`src/rtl/upb_tcam_writer_if.sv`:
```
// upb_tcam_writer_if: request handshake and TCAM write bus of upb_tcam_writer.
interface upb_tcam_writer_if #(
    parameter int DATA_WIDTH = 16
);
    logic                  req_valid;
    logic                  req_ready;
    logic [1:0]            req_op;
    logic [9:0]            req_index;
    logic [127:0]          req_key;
    logic [DATA_WIDTH-1:0] req_data;
    logic                  wen;
    logic [31:0]           waddr;
    logic [31:0]           wdata;
    logic                  done;
    logic                  err;
    modport master (
        output req_valid, req_op, req_index, req_key, req_data,
        input  req_ready, wen, waddr, wdata, done, err
    );
    modport slave (
        input  req_valid, req_op, req_index, req_key, req_data,
        output req_ready, wen, waddr, wdata, done, err
    );
endinterface

```
`src/rtl/upb_tcam_writer.sv`:
```
// upb_tcam_writer: turns INSTALL/REMOVE/CLEAR_ALL requests into TCAM register writes.
// Define UPB_TCAM_WRITER_SAFE_UPDATE_EN to deactivate an entry before rewriting its key.
module upb_tcam_writer #(
    parameter int TCAM_DEPTH = 64,
    parameter int DATA_WIDTH = 16,
    parameter int WRITE_GAP  = 0
) (
    input logic              clk_i,
    input logic              rst_n_i,
    upb_tcam_writer_if.slave bus_if
);
    localparam int NW = (TCAM_DEPTH + 31) / 32;
    localparam int SW = NW * 32;
    localparam int IW = $clog2(SW);
    localparam logic [2:0] IDLE  = 3'd0;
    localparam logic [2:0] DEACT = 3'd1;
    localparam logic [2:0] KEY   = 3'd2;
    localparam logic [2:0] DATA  = 3'd3;
    localparam logic [2:0] ACT   = 3'd4;
    localparam logic [2:0] CLR   = 3'd5;
    localparam logic [2:0] GAP   = 3'd6;
    localparam logic [2:0] FIN   = 3'd7;
`ifdef UPB_TCAM_WRITER_SAFE_UPDATE_EN
    localparam logic [2:0] INS_FIRST = DEACT;
`else
    localparam logic [2:0] INS_FIRST = KEY;
`endif

    logic [2:0]            state_q, state_d, nx_q, nx_d, seq;
    logic [4:0]            wc_q, wc_d, seq_wc, ws;
    logic [3:0]            gc_q, gc_d;
    logic [SW-1:0]         sh_q, sh_d;
    logic                  rej_q, rej_d, adv;
    logic [1:0]            op_q, op_d;
    logic [9:0]            idx_q, idx_d;
    logic [127:0]          key_q, key_d;
    logic [DATA_WIDTH-1:0] data_q, data_d;
    logic                  wen_q, wen_d;
    logic [31:0]           waddr_q, waddr_d, wdata_q, wdata_d;

    always_comb begin
        state_d = state_q;
        nx_d    = nx_q;
        wc_d    = wc_q;
        gc_d    = gc_q;
        sh_d    = sh_q;
        rej_d   = rej_q;
        op_d    = op_q;
        idx_d   = idx_q;
        key_d   = key_q;
        data_d  = data_q;
        adv     = 1'b0;
        seq     = IDLE;
        seq_wc  = wc_q;
        case (state_q)
            IDLE: if (bus_if.req_valid) begin
                op_d    = bus_if.req_op;
                idx_d   = bus_if.req_index;
                key_d   = bus_if.req_key;
                data_d  = bus_if.req_data;
                wc_d    = '0;
                rej_d   = bus_if.req_op == 2'd3 ||
                          (bus_if.req_op != 2'd2 && {1'b0, bus_if.req_index} >= 11'(TCAM_DEPTH));
                state_d = rej_d ? FIN : bus_if.req_op == 2'd2 ? CLR :
                          bus_if.req_op == 2'd1 ? ACT : INS_FIRST;
            end
            DEACT: begin
                adv    = 1'b1;
                seq    = KEY;
                seq_wc = '0;
            end
            KEY: begin
                adv    = 1'b1;
                seq    = wc_q[1:0] == 2'd3 ? DATA : KEY;
                seq_wc = wc_q + 5'd1;
            end
            DATA: begin
                adv = 1'b1;
                seq = ACT;
            end
            ACT: state_d = FIN;
            CLR: if (wc_q == 5'(NW - 1)) state_d = FIN;
            else begin
                adv    = 1'b1;
                seq    = CLR;
                seq_wc = wc_q + 5'd1;
            end
            GAP: if (gc_q == 4'd0) state_d = nx_q;
            else gc_d = gc_q - 4'd1;
            FIN: begin
                state_d = IDLE;
                rej_d   = 1'b0;
            end
            default: state_d = IDLE;
        endcase
        // Between writes the next write state is parked in nx_q while GAP counts down.
        if (adv) begin
            wc_d = seq_wc;
            if (WRITE_GAP > 0) begin
                state_d = GAP;
                nx_d    = seq;
                gc_d    = 4'(WRITE_GAP - 1);
            end else state_d = seq;
        end
        if (state_d == DEACT || (state_d == ACT && state_q != ACT)) sh_d[idx_d[IW-1:0]] = state_d == ACT && op_d == 2'd0;
        if (state_d == CLR) sh_d = '0;
        wen_d   = state_d inside {DEACT, KEY, DATA, ACT, CLR};
        ws      = state_d == CLR ? wc_d : idx_d[9:5];
        waddr_d = !wen_d ? '0 :
                  state_d == KEY  ? 32'h1000 + {20'd0, idx_d, 2'd0} + {30'd0, wc_d[1:0]} :
                  state_d == DATA ? 32'h2000 + {22'd0, idx_d} : 32'h3000 + {27'd0, ws};
        wdata_d = !wen_d ? '0 :
                  state_d == KEY  ? key_d[32*wc_d[1:0] +: 32] :
                  state_d == DATA ? 32'(data_d) : sh_d[32*ws +: 32];
    end

    always_ff @(posedge clk_i or negedge rst_n_i) begin
        if (!rst_n_i) begin
            state_q <= IDLE;
            nx_q    <= IDLE;
            wc_q    <= '0;
            gc_q    <= '0;
            sh_q    <= '0;
            rej_q   <= 1'b0;
            op_q    <= '0;
            idx_q   <= '0;
            key_q   <= '0;
            data_q  <= '0;
            wen_q   <= 1'b0;
            waddr_q <= '0;
            wdata_q <= '0;
        end else begin
            state_q <= state_d;
            nx_q    <= nx_d;
            wc_q    <= wc_d;
            gc_q    <= gc_d;
            sh_q    <= sh_d;
            rej_q   <= rej_d;
            op_q    <= op_d;
            idx_q   <= idx_d;
            key_q   <= key_d;
            data_q  <= data_d;
            wen_q   <= wen_d;
            waddr_q <= waddr_d;
            wdata_q <= wdata_d;
        end
    end

    assign bus_if.req_ready = rst_n_i && state_q == IDLE;
    assign bus_if.wen       = wen_q;
    assign bus_if.waddr     = waddr_q;
    assign bus_if.wdata     = wdata_q;
    assign bus_if.done      = state_q == FIN && !rej_q;
    assign bus_if.err       = state_q == FIN && rej_q;
endmodule

```
`src/flat_wrapper.sv`:
```
// flat-port wrapper written by rule: the top's interface ports become plain ports
module upb_tcam_writer_flat 
#(
    parameter int TCAM_DEPTH = 64,
    parameter int DATA_WIDTH = 16,
    parameter int WRITE_GAP  = 0
)
  (clk_i, rst_n_i, bus_if_req_valid, bus_if_req_op, bus_if_req_index, bus_if_req_key, bus_if_req_data, bus_if_req_ready, bus_if_wen, bus_if_waddr, bus_if_wdata, bus_if_done, bus_if_err);
  upb_tcam_writer_if #(.DATA_WIDTH(DATA_WIDTH)) bus_if_i ();
  input logic clk_i;
  input logic rst_n_i;
  input wire logic [$bits(bus_if_i.req_valid)-1:0] bus_if_req_valid;
  input wire logic [$bits(bus_if_i.req_op)-1:0] bus_if_req_op;
  input wire logic [$bits(bus_if_i.req_index)-1:0] bus_if_req_index;
  input wire logic [$bits(bus_if_i.req_key)-1:0] bus_if_req_key;
  input wire logic [$bits(bus_if_i.req_data)-1:0] bus_if_req_data;
  output wire logic [$bits(bus_if_i.req_ready)-1:0] bus_if_req_ready;
  output wire logic [$bits(bus_if_i.wen)-1:0] bus_if_wen;
  output wire logic [$bits(bus_if_i.waddr)-1:0] bus_if_waddr;
  output wire logic [$bits(bus_if_i.wdata)-1:0] bus_if_wdata;
  output wire logic [$bits(bus_if_i.done)-1:0] bus_if_done;
  output wire logic [$bits(bus_if_i.err)-1:0] bus_if_err;
  assign bus_if_i.req_valid = bus_if_req_valid;
  assign bus_if_i.req_op = bus_if_req_op;
  assign bus_if_i.req_index = bus_if_req_index;
  assign bus_if_i.req_key = bus_if_req_key;
  assign bus_if_i.req_data = bus_if_req_data;
  assign bus_if_req_ready = bus_if_i.req_ready;
  assign bus_if_wen = bus_if_i.wen;
  assign bus_if_waddr = bus_if_i.waddr;
  assign bus_if_wdata = bus_if_i.wdata;
  assign bus_if_done = bus_if_i.done;
  assign bus_if_err = bus_if_i.err;
  upb_tcam_writer #(.TCAM_DEPTH(TCAM_DEPTH), .DATA_WIDTH(DATA_WIDTH), .WRITE_GAP(WRITE_GAP)) u_core (.clk_i(clk_i), .rst_n_i(rst_n_i), .bus_if(bus_if_i));
endmodule
```
`config.mk`:
```
export PLATFORM = sky130hd
export DESIGN_NAME = upb_tcam_writer_flat
export DESIGN_NICKNAME = d
export VERILOG_FILES = /design/src/rtl/upb_tcam_writer_if.sv /design/src/rtl/upb_tcam_writer.sv /design/src/flat_wrapper.sv
export SDC_FILE = /design/constraint.sdc
export NUM_CORES = 1
export LEC_CHECK = 0
export CAP_MARGIN = 20
export CORE_ASPECT_RATIO = 1.25
export CORE_MARGIN = 2
export CORE_UTILIZATION = 38
export CTS_CLUSTER_DIAMETER = 60
export DETAILED_ROUTE_END_ITERATION = 16
export PLACE_DENSITY_LB_ADDON = 0.2
export SYNTH_ARGS = -nofsm -noshare
export SYNTH_HDL_FRONTEND = slang
export SYNTH_SLANG_ARGS = --single-unit
```
`constraint.sdc`:
```
create_clock -name clk_i -period 6.8 [get_ports clk_i]
set_clock_uncertainty 0.2 [all_clocks]
set_input_delay 1.36 -clock clk_i [delete_from_list [all_inputs] [get_ports clk_i]]
set_output_delay 1.36 -clock clk_i [all_outputs]
set_load 0.005 [all_outputs]
```
==> results of run 1 <==
-- state kept, by name, summed over array words and instances, names as in the netlist, 3 cells and up --
name	flops
u_core.gc_q	4
u_core.bus_if.wdata	32
u_core.data_q	16
u_core.wc_q	5
u_core.bus_if.waddr	14
u_core.idx_q	10
u_core.sh_q	64
u_core.state_q	3
u_core.key_q	128
-- metrics by stage --
step / util / area, um2
after floorplan: - / 14100
after global placement: 0.451 / 16400
after detailed placement: 0.451 / 16400
after CTS: 0.479 / 17400
after global routing: 0.479 / 17400
final: 0.479 / 17400
-- kinds of logic (layout without fill, tap and decap cells) --
kind of cell,count (synthesis),in the layout,share of synthesized area
other cells,1,18,0.000268
xor+xnor,4,4,0.00250
flops,280,280,0.500
fa+ha+maj,4,4,0.00357
buf+inv,130,308,0.0485
mux,274,274,0.215
simple gates,268,268,0.101
compound gates,277,277,0.129
-- power by group through the flow --
stage | Sequential [uW] | Clock [uW] | Combinational [uW]
2_1_floorplan | 2400 | 0 | 2530
3_3_place_gp | 2490 | 0 | 3610
3_5_place_dp | 2510 | 0 | 3640
4_1_cts | 2480 | 1750 | 3660
5_1_grt | 2550 | 1810 | 3940
6_report | 2470 | 1700 | 3640
-- critical path: stages --
cell	delay, ps
clkdlybuf4s50_1	610
nor4b_4	260
buf_4	410
mux2_2	460
nor4_2	720
nand3_1	410
o2111a_1	350
a221oi_1	310
o21ai_0	120
-- layer usage --
layer	global-route usage	wire length (um)
met5	0	0
met4	0.0658	1200
met3	0.0299	2070
met2	0.344	18800
met1	0.270	17300
-- layout make-up --
class | instances | share of cell area
Tap cell | 480 | 0.0345
Timing Repair Buffer | 229 | 0.130
Clock buffer | 44 | 0.0508
Inverter | 23 | 0.00510
Sequential cell | 280 | 0.403
Clock inverter | 12 | 0.00841
Multi-Input combinational cell | 845 | 0.368
-- cell usage after synthesis, types with 5 or more instances --
cell type / count
clkbuf_1: 35
o21ai_0: 101
buf_2: 32
buf_6: 5
a21oi_1: 61
mux2i_1: 95
buf_4: 29
nor3_1: 16
nand2b_1: 8
nor4_1: 7
a221o_1: 5
nand2_1: 61
o31ai_1: 9
o21a_1: 14
o211ai_1: 6
nand3b_1: 10
inv_1: 19
o311ai_0: 16
nand3_1: 22
a21boi_0: 5
nand4_1: 10
or3_1: 32
a211oi_1: 7
dfrtp_1: 280
nor2b_1: 5
mux2_2: 175
a22oi_1: 6
nor2_1: 59
nor3b_1: 12
-- worst paths after layout --
path                                             start  slack (ps)  depth (start not counted)                                 to
setup / recovery                      bus_if_req_valid        2010                          9  u_core.bus_if.wdata[13]$_DFF_PN0_
hold / removal              u_core.data_q[1]$_DFF_PN0_         280                          2         u_core.data_q[1]$_DFF_PN0_
setup reg to reg           u_core.state_q[0]$_DFF_PN0_        2630                          8  u_core.bus_if.wdata[13]$_DFF_PN0_
hold reg to reg             u_core.data_q[1]$_DFF_PN0_         280                          2         u_core.data_q[1]$_DFF_PN0_
max in group asynchronous                      rst_n_i        3760                          3         u_core.key_q[61]$_DFF_PN0_
min in group asynchronous                      rst_n_i         560                          1  u_core.bus_if.waddr[10]$_DFF_PN0_
==> results.py, run 1 <==
metrics = {
    "cts": {
        "clock_sinks": 280,
        "cts.path.max_buffers": 3,
        "h-tree-depth": 1,
        "path_clk_slew_ps": 60,
        "post_cts.repair.setup_buffers": 0,
        "clock_latency_ps": 570,
        "cts_tree": "done",
        "post_cts_resized": 0,
        "cts_buffers": 31,
        "hold_buffers": 0,
        "clock-root-buffer": "clkbuf_16",
    },
    "timing": {
        "rsz0062_at_grt": "false",
        "hold_violations": 0,
        "setup_viol": 0,
        "layout_setup_ws_ps": 2010,
        "relSlewSlack": 0.323,
        "max_freq_mhz": 209,
        "whs_ps": 278,
        "fin_crit_sh": 0.704,
        "tightest_slew_ps": 1000,
        "slew_viol_final": 0,
        "setup_tns_ps": 0,
        "fin_crit_ps": 4790,
    },
    "pwr": {
        "cellInternalPower_uw": 4780,
        "clockPowerShare": 0.218,
        "p_comb_frac": 0.465,
        "seqPwrFrac": 0.317,
        "p_total_uw": 7820,
        "leakagePower_uw": 0.00714,
        "vdd_ir_drop_max_mv": 0.239,
        "switching_power_uw": 3040,
        "p_sw_frac": 0.389,
        "powerDensity_mw_per_mm2": 449,
    },
    "logic_synthesis": {
        "syn_inst": 1238,
        "ys_warn_count": 0,
        "async_flop_share": 1.00,
        "synth_largest_area_cell": "dfrtp_1",
        "synth_top_area_frac": 0.500,
        "synth_seq_area_share": 0.500,
        "ys.flop_type": "dfrtp_1",
        "synth_area_mm2": 0.0140,
        "syn_avg_cell_area_um2": 11.3,
        "yosys_register_bits": 280,
        "ys_types": 81,
        "synth.area.top_cells": "dfrtp_1 50%, mux2_2 14%, mux2i_1 6.8%",
        "synth_edf_count": 0,
    },
    "floorplanning": {
        "fp.dieW_um": 176,
        "row_count": 78,
        "core_mm2": 0.0363,
        "io_pins": 227,
        "die_h_um": 219,
        "die-area_mm2": 0.0384,
        "start_util": 0.386,
    },
    "worst_setup_path": {
        "cp_max_fo": 25,
        "worstSetupStartpointType": "primary input",
        "critPathRequiredTime_ps": 7030,
        "crit_arrival_ps": 5020,
        "crit_type": "primary input to flop",
        "end_kind": "flop",
    },
    "finish": {
        "drive_gt1_frac": 0.190,
        "multiInputGateArea_mm2": 0.00641,
        "mostFrequentLayoutCell": "dfrtp_1",
        "stdcell_count": 1913,
        "final_nets": 1573,
        "insertedDiodeCount": 0,
        "fillCellCount": 3333,
        "ff_latch_area_mm2": 0.00701,
        "final_cell_mix": "280 x dfrtp_1, 207 x clkdlybuf4s50_1, 175 x mux2_2",
        "area_growth_syn_to_layout_pct": 24.2,
    },
    "placed_design": {
        "dp_slack_ps": 1450,
        "place_inst": 1857,
        "gp_congestion": 0.919,
        "hpwl_um": 26800,
        "io_buffers": 208,
    },
    "detailed_routing": {
        "num_vias": 10400,
        "via_per_inst": 5.41,
        "drt_iter0_markers": 832,
        "drcViolationCount": 0,
        "firstDrtPassIters": 5,
        "wl_per_cell_um": 20.6,
        "wl_um": 39400,
        "drtAntennaViolNets": 0,
    },
    "global_routing": {
        "grt_pass1_wl_um": 61600,
        "globalRouteOverflowTotal": 0,
        "grt_usage": 0.204,
        "grt_antenna_before_repair": 0,
        "grt_start_max_net_pins": 143,
        "grt_pass1_vias": 10600,
    },
    "status": {
        "status": "complete, no violations",
    },
    "min_path": {
        "min_path_type": "flop to flop",
    },
    "run": {
        "maxCapViolCount": 0,
    },
}
Note: power is estimated with default switching activity, not from simulation.
==> run 2: changes to the inputs <==
==> constraint.sdc (replaced) <==
create_clock -name clk_i -period 4.6 [get_ports clk_i]
set_clock_uncertainty 0.2 [all_clocks]
set_input_delay 0.92 -clock clk_i [delete_from_list [all_inputs] [get_ports clk_i]]
set_output_delay 0.92 -clock clk_i [all_outputs]
set_load 0.005 [all_outputs]
==> run 2 against run 1 <==
Flip-flop and latch count stayed put. Global-route usage hardly changed. Hold slack worse by 240 ps. Worst setup slack worse by 1300 ps. Clock-buffer cell count is 6 lower. Total power is 53% higher. Combinational power is 53% higher. Via count is 0.48% higher. First-iteration DRC count is 13% lower. Routed wire length is 0.57% lower. Register-to-register slack worse by 1900 ps. Critical path depth stayed put.
==> results.py, run 2 (synthesis results as in run 1) <==
metrics = {
    "detailed_routing": {
        "wl_per_cell_um": 20.2,
        "via_per_inst": 5.37,
        "firstDrtPassIters": 5,
        "drt_iter0_markers": 724,
        "drcViolationCount": 0,
        "drtAntennaViolNets": 0,
        "num_vias": 10400,
        "wl_um": 39200,
    },
    "finish": {
        "top_register": "u_core.key_q",
        "largest_reg_flops": 128,
        "area_growth_syn_to_layout_pct": 26.7,
        "final_cell_mix": "280 x dfrtp_1, 207 x clkdlybuf4s50_1, 175 x mux2_2",
        "ff_latch_area_mm2": 0.00701,
        "drive_gt1_frac": 0.207,
        "fillCellCount": 3399,
        "multiInputGateArea_mm2": 0.00641,
        "mostFrequentLayoutCell": "dfrtp_1",
        "insertedDiodeCount": 0,
        "final_nets": 1597,
    },
    "cts": {
        "post_cts.repair.setup_buffers": 0,
        "post_cts_resized": 0,
        "hold_buffers": 0,
        "h-tree-depth": 1,
        "path_clk_slew_ps": 70,
        "cts_tree": "done",
        "clock_sinks": 280,
        "clock_latency_ps": 570,
        "clock-root-buffer": "clkbuf_16",
        "cts_buffers": 30,
        "cts.path.max_buffers": 3,
    },
    "global_routing": {
        "grt_antenna_before_repair": 0,
        "grt_pass1_wl_um": 61200,
        "grt_pass1_vias": 10700,
        "grt_usage": 0.204,
        "grt_start_max_net_pins": 164,
        "globalRouteOverflowTotal": 0,
    },
    "placed_design": {
        "hpwl_um": 27000,
        "io_buffers": 208,
        "gp_congestion": 0.904,
    },
    "timing": {
        "setup_tns_ps": 0,
        "setup_viol": 0,
        "hold_violations": 0,
        "slew_viol_final": 0,
        "tightest_slew_ps": 1010,
        "max_freq_mhz": 258,
        "relSlewSlack": 0.327,
        "fin_crit_ps": 3880,
        "whs_ps": 35.7,
        "fin_crit_sh": 0.843,
        "rsz0062_at_grt": "false",
    },
    "pwr": {
        "powerDensity_mw_per_mm2": 673,
        "p_comb_frac": 0.467,
        "leakagePower_uw": 0.00733,
        "p_sw_frac": 0.382,
        "vdd_ir_drop_max_mv": 0.400,
        "seqPwrFrac": 0.306,
        "switching_power_uw": 4570,
        "clockPowerShare": 0.226,
        "cellInternalPower_uw": 7370,
    },
    "worst_setup_path": {
        "crit_path_cell_trace": "clkdlybuf4s50_1 > nor4b_4 > buf_12 > mux2_2 > nor4_2 > nand3_1 > o2111a_1 > a221oi_1 > o21ai_0",
        "critPathRequiredTime_ps": 4820,
        "crit_type": "primary input to flop",
        "crit_buf_inv": 2,
        "cp_max_fo": 35,
        "end_kind": "flop",
        "critPathMaxStageDelay_ps": 620,
        "crit_family": "simple AND/OR/NAND/NOR gates",
        "worstSetupStartpointType": "primary input",
        "crit_path_top_delay_cell": "clkdlybuf4s50_1",
        "crit_arrival_ps": 4100,
    },
    "floorplanning": {
        "row_count": 78,
        "start_util": 0.386,
        "core_mm2": 0.0363,
        "fp.dieW_um": 176,
        "die_h_um": 219,
        "io_pins": 227,
        "die-area_mm2": 0.0384,
    },
    "run": {
        "maxCapViolCount": 0,
    },
    "min_path": {
        "min_path_type": "primary input to asynchronous set/reset pin",
    },
    "status": {
        "status": "complete, no violations",
    },
}
## run 2: cell count changes in the layout (fill, tap and decap cells not counted), moves of 3 or more
cell,previous run,this run
bufinv_16,3,6
buf_12,2,7
clkbuf_1,7,2
buf_4,19,39
## run 2: per-stage QoR
step	util	power (uW)	worst slack [ps]	cells	cell area (um2)
floorplan	-	7280	1040	1255	14100
global placement	0.458	9230	131	1882	16600
detailed placement	0.458	9290	176	1882	16600
CTS	0.489	12000	724	1938	17700
global route	0.489	12700	527	1938	17700
finish	0.489	11900	724	1938	17700
## run 2: metal layers
metal	GRT usage	vias up	share of wire
met4	0.0570	0	0.021
met1	0.269	5157	0.44
met5	0	-	0
met3	0.0365	53	0.060
li1	-	4890	-
met2	0.343	308	0.48
## run 2: worst paths after layout
| path | slack, ps | end | from | cells past startpoint |
|---|---|---|---|---|
| min in group clk_i | 290 | u_core.data_q[7]$_DFF_PN0_ | u_core.data_q[7]$_DFF_PN0_ | 2 |
| setup / recovery | 720 | u_core.bus_if.wdata[13]$_DFF_PN0_ | bus_if_req_valid | 9 |
| max in group asynchronous | 2270 | u_core.key_q[105]$_DFF_PN0_ | rst_n_i | 3 |
| hold reg to reg | 290 | u_core.data_q[7]$_DFF_PN0_ | u_core.data_q[7]$_DFF_PN0_ | 2 |
| hold / removal | 40 | u_core.wc_q[4]$_DFF_PN0_ | rst_n_i | 1 |
| setup reg to reg | 740 | u_core.bus_if.wdata[28]$_DFF_PN0_ | u_core.wc_q[0]$_DFF_PN0_ | 9 |
## run 2: cell type report
type | instances | share of cell area
clock buffer | 38 | 0.0480
clock inverter | 18 | 0.0151
inverter | 23 | 0.00501
multi-input combinational | 845 | 0.361
sequential | 280 | 0.395
tap | 480 | 0.0338
timing repair buffer | 254 | 0.142
## run 2: power groups by stage
stage	clock (uW)	sequential (uW)	combinational, uW
final	2700	3660	5580
after global routing	2870	3760	6050
after CTS	2770	3670	5610
after detailed placement	0	3710	5580
after global placement	0	3680	5550
after floorplan	0	3540	3740
==> run 3: changes to the inputs <==
==> constraint.sdc (replaced) <==
create_clock -name clk_i -period 4 [get_ports clk_i]
set_clock_uncertainty 0.2 [all_clocks]
set_input_delay 0.8 -clock clk_i [delete_from_list [all_inputs] [get_ports clk_i]]
set_output_delay 0.8 -clock clk_i [all_outputs]
set_load 0.005 [all_outputs]
==> run 3 against run 2 <==
Via count rose by 3.6%. Register-to-register slack got worse by 220 ps. Final cell count up 4.3%. Sequential share of layout area shrank 1.5 points. Non-clock buffer count up 78. Worst setup slack got worse by 410 ps.
==> results.py, run 3 (synthesis results as in run 1) <==
metrics = {
    "worst_setup_path": {
        "reg2reg_from": "u_core.wc_q[1]$_DFF_PN0_",
        "crit_arrival_ps": 3870,
        "crit_type": "primary input to flop",
        "cp_max_fo": 13,
        "worst-r2r-cell-count": 11,
        "timing.rr.end": "u_core.bus_if.wdata[20]$_DFF_PN0_",
        "ff2ff_setup_slack_ps": 520,
        "critPathRequiredTime_ps": 4190,
        "worstSetupStartpointType": "primary input",
        "end_kind": "flop",
        "cp-endpoint": "u_core.bus_if.wdata[18]$_DFF_PN0_",
        "worstSetupStartpoint": "bus_if_req_index[8]",
    },
    "floorplanning": {
        "fp.dieW_um": 176,
        "start_util": 0.386,
        "die_h_um": 219,
        "io_pins": 227,
        "row_count": 78,
        "core_mm2": 0.0363,
        "die-area_mm2": 0.0384,
    },
    "timing": {
        "hold_violations": 0,
        "rsz0062_at_grt": "false",
        "max_freq_mhz": 272,
        "setup_viol": 0,
        "fin_crit_sh": 0.920,
        "slew_viol_final": 0,
        "fin_crit_ps": 3680,
        "relSlewSlack": 0.230,
        "tightest_slew_ps": 1160,
    },
    "finish": {
        "mostFrequentLayoutCell": "dfrtp_1",
        "final_nets": 1679,
        "drive_gt1_frac": 0.246,
        "largest_reg_flops": 128,
        "ff_latch_area_mm2": 0.00701,
        "insertedDiodeCount": 0,
        "area_growth_syn_to_layout_pct": 31.7,
        "stdcell_area_mm2": 0.0185,
        "multiInputGateArea_mm2": 0.00641,
        "top_register": "u_core.key_q",
        "stdcell_count": 2021,
        "final_cell_mix": "280 x dfrtp_1, 207 x clkdlybuf4s50_1, 175 x mux2_2",
        "fillCellCount": 3347,
    },
    "pwr": {
        "leakagePower_uw": 0.00774,
        "p_total_uw": 14300,
        "powerDensity_mw_per_mm2": 775,
        "vdd_ir_drop_max_mv": 0.518,
    },
    "cts": {
        "cts_buffers": 34,
        "post_cts.repair.setup_buffers": 0,
        "path_clk_slew_ps": 60,
        "post_cts_resized": 0,
        "clock_latency_ps": 520,
        "cts_tree": "done",
        "clock-root-buffer": "clkbuf_16",
        "hold_buffers": 1,
        "clock_sinks": 280,
        "cts.path.max_buffers": 3,
        "h-tree-depth": 2,
    },
    "global_routing": {
        "globalRouteOverflowTotal": 0,
        "grt_usage": 0.212,
        "grt_antenna_before_repair": 0,
        "grt_pass1_vias": 11400,
        "grt_start_max_net_pins": 181,
        "grt_pass1_wl_um": 63700,
    },
    "placed_design": {
        "place_inst": 1959,
        "io_buffers": 208,
        "dpl_cell_area_mm2": 0.0173,
        "hpwl_um": 28600,
        "gp_congestion": 0.905,
    },
    "detailed_routing": {
        "wl_um": 40600,
        "wl_per_cell_um": 20.1,
        "drt_iter0_markers": 737,
        "drtAntennaViolNets": 0,
        "via_per_inst": 5.34,
        "drcViolationCount": 0,
        "num_vias": 10800,
        "firstDrtPassIters": 5,
    },
    "status": {
        "status": "complete, no violations",
    },
    "run": {
        "maxCapViolCount": 0,
    },
    "min_path": {
        "min_path_type": "flop to flop",
        "hold_depth": 2,
    },
}
[run 3: cell types whose count changed in the layout (fill, tap and decap cells not counted), sizes merged]
cell	change
clkinv	-7
clkinvlp	+2
bufinv	-3
inv	+1
buf	+77
dlygate4sd3	+1
clkbuf	+12
[run 3: area by class of cell]
class	instances	share of cell area
clock buffer	50	0.0549
clock inverter	11	0.00827
inverter	23	0.00481
multi-input combinational	845	0.347
sequential	280	0.380
tap	480	0.0325
timing repair buffer	332	0.172
[run 3: routing by layer]
metal | global-route usage | vias up | wire length, um
met4 | 0.0675 | 0 | 1080
met3 | 0.0329 | 63 | 2110
li1 | - | 5059 | -
met5 | 0 | - | 0
met1 | 0.275 | 5354 | 17400
met2 | 0.365 | 309 | 20000
[run 3: worst min-delay path by stage]
stage | from | to | slack (ps)
5_1_grt | u_core.key_q[47]$_DFF_PN0_ | u_core.key_q[47]$_DFF_PN0_ | 300
4_1_cts | u_core.data_q[7]$_DFF_PN0_ | u_core.data_q[7]$_DFF_PN0_ | 280
6_report | u_core.data_q[7]$_DFF_PN0_ | u_core.data_q[7]$_DFF_PN0_ | 280
2_1_floorplan | u_core.data_q[5]$_DFF_PN0_ | u_core.data_q[5]$_DFF_PN0_ | 240
3_3_place_gp | u_core.data_q[7]$_DFF_PN0_ | u_core.data_q[7]$_DFF_PN0_ | 270
3_5_place_dp | u_core.data_q[7]$_DFF_PN0_ | u_core.data_q[7]$_DFF_PN0_ | 270
[run 3: power by group]
part	switching [uW]	internal, uW	total, uW
sequential	403	3810	4210
clock	1240	1960	3200
combinational	3780	3120	6890
[run 3: through the flow]
step / hold WS [ps] / setup WS [ps] / setup TNS, ps / util
5_1_grt: 303 / 204 / 0 / 0.508
3_5_place_dp: 267 / -125 / -413 / 0.476
4_1_cts: 282 / 423 / 0 / 0.508
2_1_floorplan: 239 / 564 / 0 / -
6_report: 279 / 318 / 0 / 0.508
3_3_place_gp: 265 / -76.2 / -229 / 0.476
[run 3: critical path: stages]
cell             delay, ps
clkdlybuf4s50_1        420
or4_1                  610
o21a_1                 240
a221oi_4               370
buf_4                  210
nand3_1                100
buf_4                  210
o311ai_0               620
buf_4                  220
o21ai_0                 70
